==> src/rtl/cmp_serial_ctrl_if.sv <==
// Request/result bundle between a requester and cmp_serial_ctrl.
// master = requester side, slave = comparator controller side.
interface cmp_serial_ctrl_if #(
    parameter int WIDTH = 16
);
    logic             start;
    logic [WIDTH-1:0] a;
    logic [WIDTH-1:0] b;
    logic             busy;
    logic             done;
    logic             lesser;
    logic             greater;
    logic             equal;

    modport master (
        output start, a, b,
        input  busy, done, lesser, greater, equal
    );

    modport slave (
        input  start, a, b,
        output busy, done, lesser, greater, equal
    );
endinterface

==> src/rtl/cmp_serial_ctrl.sv <==
// Nibble-serial WIDTH-bit unsigned magnitude comparator controller (MSB nibble first).
// Optional macro CMP_SERIAL_EARLY_EXIT_EN: finish on the first unequal nibble.
//
// state | meaning
// IDLE  | waiting for start; busy=0, results hold last completion
// RUN   | scanning nibbles idx = NIB-1 .. 0; busy=1
module cmp_serial_ctrl #(
    parameter int WIDTH = 16
) (
    input  logic                clk,
    input  logic                rst,
    cmp_serial_ctrl_if.slave    bus
);
    localparam int NIB   = WIDTH / 4;
    localparam int IDX_W = (NIB > 1) ? $clog2(NIB) : 1;
    localparam logic [IDX_W-1:0] IDX_TOP = IDX_W'(NIB - 1);

`ifdef CMP_SERIAL_EARLY_EXIT_EN
    localparam bit EARLY_EXIT = 1'b1;
`else
    localparam bit EARLY_EXIT = 1'b0;
`endif

    typedef enum logic {
        IDLE = 1'b0,
        RUN  = 1'b1
    } state_t;

    state_t           state_q,   state_d;
    logic [IDX_W-1:0] idx_q,     idx_d;
    logic [WIDTH-1:0] a_q,       a_d;
    logic [WIDTH-1:0] b_q,       b_d;
    logic             dec_l_q,   dec_l_d;
    logic             dec_g_q,   dec_g_d;
    logic             done_q,    done_d;
    logic             lesser_q,  lesser_d;
    logic             greater_q, greater_d;
    logic             equal_q,   equal_d;

    logic [3:0] nib_a;
    logic [3:0] nib_b;
    logic       slice_l;
    logic       slice_g;
    logic       new_dec;
    logic       last_nib;
    logic       finish;

    // Shared 4-bit slice fed by the nibble selected by idx.
    assign nib_a = a_q[{idx_q, 2'b00} +: 4];
    assign nib_b = b_q[{idx_q, 2'b00} +: 4];

    always_comb begin
        slice_l = (nib_a < nib_b);
        slice_g = (nib_a > nib_b);
    end

    always_comb begin
        state_d   = state_q;
        idx_d     = idx_q;
        a_d       = a_q;
        b_d       = b_q;
        dec_l_d   = dec_l_q;
        dec_g_d   = dec_g_q;
        done_d    = 1'b0;
        lesser_d  = lesser_q;
        greater_d = greater_q;
        equal_d   = equal_q;
        new_dec   = 1'b0;
        last_nib  = 1'b0;
        finish    = 1'b0;

        case (state_q)
            IDLE: begin
                if (bus.start) begin
                    a_d     = bus.a;
                    b_d     = bus.b;
                    idx_d   = IDX_TOP;
                    dec_l_d = 1'b0;
                    dec_g_d = 1'b0;
                    state_d = RUN;
                end
            end
            RUN: begin
                // The most significant unequal nibble wins; later nibbles cannot override it.
                new_dec  = !dec_l_q && !dec_g_q && (slice_l || slice_g);
                dec_l_d  = dec_l_q || (new_dec && slice_l);
                dec_g_d  = dec_g_q || (new_dec && slice_g);
                last_nib = (idx_q == '0);
                finish   = last_nib || (EARLY_EXIT && new_dec);
                if (finish) begin
                    lesser_d  = dec_l_d;
                    greater_d = dec_g_d;
                    equal_d   = !(dec_l_d || dec_g_d);
                    done_d    = 1'b1;
                    state_d   = IDLE;
                end else begin
                    idx_d = idx_q - IDX_W'(1);
                end
            end
            default: begin
                state_d = IDLE;
            end
        endcase
    end

    always_ff @(posedge clk or posedge rst) begin
        if (rst) begin
            state_q   <= IDLE;
            idx_q     <= '0;
            a_q       <= '0;
            b_q       <= '0;
            dec_l_q   <= 1'b0;
            dec_g_q   <= 1'b0;
            done_q    <= 1'b0;
            lesser_q  <= 1'b0;
            greater_q <= 1'b0;
            equal_q   <= 1'b0;
        end else begin
            state_q   <= state_d;
            idx_q     <= idx_d;
            a_q       <= a_d;
            b_q       <= b_d;
            dec_l_q   <= dec_l_d;
            dec_g_q   <= dec_g_d;
            done_q    <= done_d;
            lesser_q  <= lesser_d;
            greater_q <= greater_d;
            equal_q   <= equal_d;
        end
    end

    assign bus.busy    = (state_q == RUN);
    assign bus.done    = done_q;
    assign bus.lesser  = lesser_q;
    assign bus.greater = greater_q;
    assign bus.equal   = equal_q;
endmodule

==> src/flat_wrapper.sv <==
// flat-port wrapper written by rule: the top's interface ports become plain ports
module cmp_serial_ctrl_flat 
#(
    parameter int WIDTH = 16
)
  (clk, rst, bus_start, bus_a, bus_b, bus_busy, bus_done, bus_lesser, bus_greater, bus_equal);
  cmp_serial_ctrl_if #(.WIDTH(WIDTH)) bus_i ();
  input  logic clk;
  input  logic rst;
  input wire logic [$bits(bus_i.start)-1:0] bus_start;
  input wire logic [$bits(bus_i.a)-1:0] bus_a;
  input wire logic [$bits(bus_i.b)-1:0] bus_b;
  output wire logic [$bits(bus_i.busy)-1:0] bus_busy;
  output wire logic [$bits(bus_i.done)-1:0] bus_done;
  output wire logic [$bits(bus_i.lesser)-1:0] bus_lesser;
  output wire logic [$bits(bus_i.greater)-1:0] bus_greater;
  output wire logic [$bits(bus_i.equal)-1:0] bus_equal;
  assign bus_i.start = bus_start;
  assign bus_i.a = bus_a;
  assign bus_i.b = bus_b;
  assign bus_busy = bus_i.busy;
  assign bus_done = bus_i.done;
  assign bus_lesser = bus_i.lesser;
  assign bus_greater = bus_i.greater;
  assign bus_equal = bus_i.equal;
  cmp_serial_ctrl #(.WIDTH(WIDTH)) u_core (.clk(clk), .rst(rst), .bus(bus_i));
endmodule
==> config.mk <==
export PLATFORM = sky130hd
export DESIGN_NAME = cmp_serial_ctrl_flat
export DESIGN_NICKNAME = d
export VERILOG_FILES = /design/src/rtl/cmp_serial_ctrl_if.sv /design/src/rtl/cmp_serial_ctrl.sv /design/src/flat_wrapper.sv
export SDC_FILE = /design/constraint.sdc
export NUM_CORES = 1
export LEC_CHECK = 0
export ABC_AREA = 0
export CORE_ASPECT_RATIO = 1.2
export CORE_MARGIN = 5
export CORE_UTILIZATION = 35
export DETAILED_ROUTE_END_ITERATION = 7
export GPL_TIMING_DRIVEN = 0
export PLACE_DENSITY = 0.62
export SETUP_SLACK_MARGIN = 0.2
export SYNTH_ARGS = -nofsm -noshare
export SYNTH_HDL_FRONTEND = slang
export SYNTH_SLANG_ARGS = --single-unit
==> constraint.sdc <==
create_clock -name clk -period 2.9 [get_ports clk]
set_clock_uncertainty 0.2 [all_clocks]
set_input_delay 0.58 -clock clk [delete_from_list [all_inputs] [get_ports clk]]
set_output_delay 0.58 -clock clk [all_outputs]
set_load 0.05 [all_outputs]
# --- Word level (Yosys, flattened, before mapping) ---
# Index checks and enable logic that the tools add are counted.
word_totals:
  output_inout_bits: 5
  regBits: 41
  input_bits: 35
  word_cells: 44
classes:
  bitwise_logic: 1
  eq_ne: 2
  n_addsub: 1
  mux: 11
  order_cmp: 2
  shift: 2
  n_reduce_logical: 15
ops:
  columns: ["op", "count"]
  rows:
  - ["16-bit by 5-bit indexed part select with 4-bit output", 2]
  - ["1-bit one-hot mux with 2 select lines", 3]
  - ["2-bit AND reduction", 3]
  - ["1-bit two-way mux", 5]
  - ["4-bit greater-than comparator", 1]
  - ["1-bit logical AND", 4]
  - ["1-bit logical OR", 4]
  - ["4-bit < comparator", 1]
  - ["2-bit two-way mux", 2]
  - ["2-bit inequality test, second input constant", 2]
  - ["2-bit one-hot mux with 2 select lines", 1]
  - ["1-bit zero test", 3]
  - ["2-bit zero test", 1]
  - ["2-bit by 1-bit subtractor with 2-bit output, second input constant", 1]
  - ["1-bit inverter", 1]

# --- Depth between registers and ports, before layout ---
depth:
  ltp_word: 8
  mapped_depth: 8
  ltp_nobuf: 7

# --- Worst setup path before layout ---
# No wires, ideal clock.
synth_timing:
  path_type: "register to register"
  start: "register u_core.idx_q[0]"
  end: "register u_core.greater_q (netlist: u_core.bus.greater)"
  required_time_ps: 2580
  synth_period_minus_slack_ps: 2304
  setup_time_ps: 120
  t_arrival_ps: 1983
  setup_slack_ps: 596
  n_path_buf: 1
  stages_incl_launch_ff: 8
  cell_sequence: "dfrtp_1 > buf_4 > mux4_2 > ha_1 > nor2b_1 > o211ai_2 > a21oi_2 > a31o_2"
synth_via:
  elab_chain_len: 6
  word_cells_on_any_way: 10
  classes_between: "order compare (2); shift (2); reduce/logical (6)"
synth_lines:
  columns: ["item", "line", "source"]
  rows:
  - ["start: declaration", "cmp_serial_ctrl.sv:30", "logic [IDX_W-1:0] idx_q, idx_d;"]
  - ["start signal: assignment", "cmp_serial_ctrl.sv:120", "idx_q <= idx_d;"]
  - ["16-bit by 5-bit indexed part select with 4-bit output, on equally long branches", "cmp_serial_ctrl.sv:49, cmp_serial_ctrl.sv:50", null]
  - ["4-bit < comparator / 4-bit greater-than comparator (equally long branches)", "cmp_serial_ctrl.sv:53, cmp_serial_ctrl.sv:54", null]
  - ["1-bit logical OR", "cmp_serial_ctrl.sv:85", "new_dec = !dec_l_q && !dec_g_q && (slice_l || slice_g);"]
  - ["1-bit logical AND", "cmp_serial_ctrl.sv:85", null]
  - ["1-bit logical AND", "cmp_serial_ctrl.sv:87", "dec_g_d = dec_g_q || (new_dec && slice_g);"]
  - ["1-bit logical OR", "cmp_serial_ctrl.sv:87", null]
  - ["end signal: assignment", "cmp_serial_ctrl.sv:127", "greater_q <= greater_d;"]
  - ["end: declaration", "cmp_serial_ctrl.sv:37", "logic greater_q, greater_d;"]
# Parallel ways exist; a longest one is shown, timed or not.
# A chain may end at the register's enable or synchronous reset.

# --- Worst setup path in the final report ---
# Ends and elaborated chain as after synthesis.

==> flow_metrics.py <==
metrics = {
    "synth": {
        "avgSynthCellArea_um2": 15.8,
        "synthCells": 127,
        "mappedNetlistArea_um2": 2010,
        "syn-num-nets": 167,
        "yosysWarningCount": 0,
        "synthDistinctLibCells": 27,
        "ys_seq_elements": 41,
        "ys_seq_area_share_pct": 51.0,
    },
    "clock_tree": {
        "cts-hold-fix-buffers": 0,
        "cts_htree_levels": 2,
        "post_cts_buffers": 0,
        "cts_buffer_depth": 2,
        "cts_made_buffers": 5,
        "cts.clk_slew.worst_paths_ns": 0.08,
        "clock_latency_ns": 0.29,
        "cts.sinks": 41,
        "cts_tree": "yes",
        "root_buffer": "clkbuf_8",
        "cts_resized": 0,
    },
    "floorplanning": {
        "placementRows": 30,
        "die_h_um": 93.1,
        "start_util_pct": 35.7,
        "core_um2": 5630,
        "io_pins": 40,
        "dieWidth_um": 79.2,
        "dieArea_um2": 7370,
    },
    "sta": {
        "worst_slew_pin_slew_ns": 0.827,
        "max_slew_margin_pct": 44.8,
        "grt_setup_unrepaired": "false",
        "drv_slew": 0,
        "tns_ns": 0,
        "period_needed_ns": 2.49,
        "fmax_ghz": 0.402,
        "fin_ws_ns": 0.411,
        "whs_ns": 0.306,
        "hold_violations": 0,
        "setup_violations": 0,
        "post-route-period-util_pct": 85.8,
    },
    "global_route": {
        "antenna_found_initial": 0,
        "grt_pass1_wl_um": 6600,
        "met1_usage_pct": 14.9,
        "track_usage_pct": 11.9,
        "use_met2_pct": 19.0,
        "overflow": 0,
        "use_met3_pct": 3.18,
        "grt_start_max_net_pins": 42,
        "grt_pass1_vias": 1340,
        "grt-busiest-layer": "met2",
    },
    "power_and_ir_drop": {
        "p_leak_nw": 1.13,
        "p_per_area_nw_per_um2": 1090,
        "ir_drop_v": 0.000332,
    },
    "setup_path": {
        "required_ns": 2.88,
        "reg2reg_to": "u_core.bus.greater$_DFFE_PP0P_",
        "critPathKind": "reg -> reg",
        "crit_path_start_kind": "flip-flop",
        "cp-end-kind": "flip-flop",
        "r2r_start": "u_core.idx_q[0]$_DFFE_PP0P_",
        "crit_fanout": 10,
        "critPathSlowestCell": "mux4_2",
        "crit_chain": "buf_4 -> mux4_2 -> ha_1 -> nor2b_1 -> o211ai_2 -> a21oi_2 -> a31o_2",
        "cpPeakStageDelay_ns": 0.55,
        "ff2ff_setup_slack_ns": 0.41,
        "crit_arrival_ns": 2.47,
        "reg2regPathDepth": 7,
    },
    "placed_design": {
        "dp_hpwl_um": 2890,
        "port_buffers": 39,
        "place_area_um2": 2480,
        "globalplace.congestion": 0.754,
        "pre_cts_slack_ns": 0.408,
    },
    "outcome": {
        "outcome": "completed",
    },
    "flow_run": {
        "cap_violations": 0,
    },
    "routing": {
        "viasPerCell": 4.91,
        "first_iter_violations": 37,
        "drc": 0,
        "postRouteAntennaNets": 0,
        "routed_wirelength_um": 3880,
        "vias": 1168,
        "firstDrtPassIters": 4,
        "post_drt_wl_per_cell_um": 16.3,
    },
    "layout": {
        "regArea_um2": 1030,
        "num-fill-cells": 494,
        "mostFrequentLayoutCells": "dfrtp_1, clkdlybuf4s50_1, mux2_4, inv_1, mux4_2",
        "multi_input_area_um2": 865,
        "top_regs": "u_core.a_q: 16 flops, u_core.b_q: 16 flops, u_core.idx_q: 2 flops",
        "utilization_pct": 45.6,
        "drive_gt1_share_pct": 33.9,
        "design_area_um2": 2570,
        "diodes": 0,
        "num-nets-final": 213,
        "layout_commonest_cell": "dfrtp_1",
        "area_delta_synth_final_pct": 27.7,
    },
    "worst_hold_path": {
        "hold_class": "reg -> reg",
        "min_to": "u_core.b_q[13]$_DFFE_PP0P_",
        "min_from": "u_core.b_q[13]$_DFFE_PP0P_",
        "holdPathStages": 1,
    },
}
-- layout make-up --
type                       count  area share, %
timing repair buffer          39           15.2
multi-input combinational     70           33.7
inverter                      10           1.46
tap                           64           3.12
buffer                         6           3.26
clock buffer                   5           2.68
clock inverter                 3          0.682
sequential                    41           39.9
-- worst max path at each step --
stage | from | endpoint | slack, ns
2_1_floorplan | u_core.idx_q[0]$_DFFE_PP0P_ | u_core.bus.greater$_DFFE_PP0P_ | 0.60
3_3_place_gp | rst | u_core.a_q[1]$_DFFE_PP0P_ | 0.39
3_5_place_dp | u_core.idx_q[0]$_DFFE_PP0P_ | u_core.bus.greater$_DFFE_PP0P_ | 0.41
4_1_cts | u_core.idx_q[0]$_DFFE_PP0P_ | u_core.bus.greater$_DFFE_PP0P_ | 0.39
5_1_grt | u_core.idx_q[0]$_DFFE_PP0P_ | u_core.bus.lesser$_DFFE_PP0P_ | 0.29
6_report | u_core.idx_q[0]$_DFFE_PP0P_ | u_core.bus.greater$_DFFE_PP0P_ | 0.41
-- metal layers --
layer / share of wire (%) / vias to the layer above / routed length [µm]
met5: 0 / - / 0
met4: 2.2 / 0 / 87
met3: 5.6 / 6 / 218
met2: 48 / 31 / 1870
met1: 44 / 581 / 1700
li1: - / 550 / -
-- through the flow --
step / total power, mW / std cells
6_report: 2.79 / 238
5_1_grt: 3.00 / 238
4_1_cts: 2.83 / 238
3_5_place_dp: 2.45 / 230
3_3_place_gp: 2.41 / 230
2_1_floorplan: 2.12 / 127
-- report_power, final --
group          switching [mW]  total (mW)  internal [mW]
Clock                   0.196       0.362          0.166
Combinational           0.602        1.42          0.814
Sequential              0.157        1.01          0.856
-- logic make-up after synthesis --
logic type / count (synthesis) / synth area share [%]
and+or+nand+nor: 12 / 3.11
buffers and inverters: 16 / 6.03
adders and majority gates: 5 / 3.11
DFF: 41 / 51.0
muxes: 40 / 32.1
AOI/OAI and AO/OA: 13 / 4.66
-- worst max-delay path, delay by kind of cell, from the launching register on --
family / cells / cell delay, ns
AO/OA/AOI/OAI: 3 / 0.55
flip-flops: 1 / 0.38
multiplexers: 1 / 0.55
AND/OR/NAND/NOR: 1 / 0.14
buffers and inverters: 1 / 0.23
adder cells (fa/ha/maj): 1 / 0.32
-- synthesized netlist by cell type (all sizes together) --
| library cell | instances | share of area [%] |
|---|---|---|
| a21oi | 4 | 1.2 |
| a22o | 1 | 0.44 |
| a31o | 1 | 0.44 |
| a31oi | 3 | 0.93 |
| and2 | 1 | 0.31 |
| buf | 6 | 4.2 |
| dfrtp | 41 | 51 |
| ha | 5 | 3.1 |
| inv | 10 | 1.9 |
| mux2 | 32 | 23 |
| mux4 | 8 | 9.0 |
| nand2 | 2 | 0.37 |
| nand4 | 1 | 0.31 |
| nor2 | 4 | 0.75 |
| nor2b | 2 | 0.75 |
| nor3 | 1 | 0.25 |
| o211ai | 1 | 0.62 |
| o21a | 1 | 0.37 |
| o21ai | 1 | 0.25 |
| o2bb2ai | 1 | 0.44 |
| or2b | 1 | 0.37 |
No activity file was read; power rests on OpenSTA's default activity.
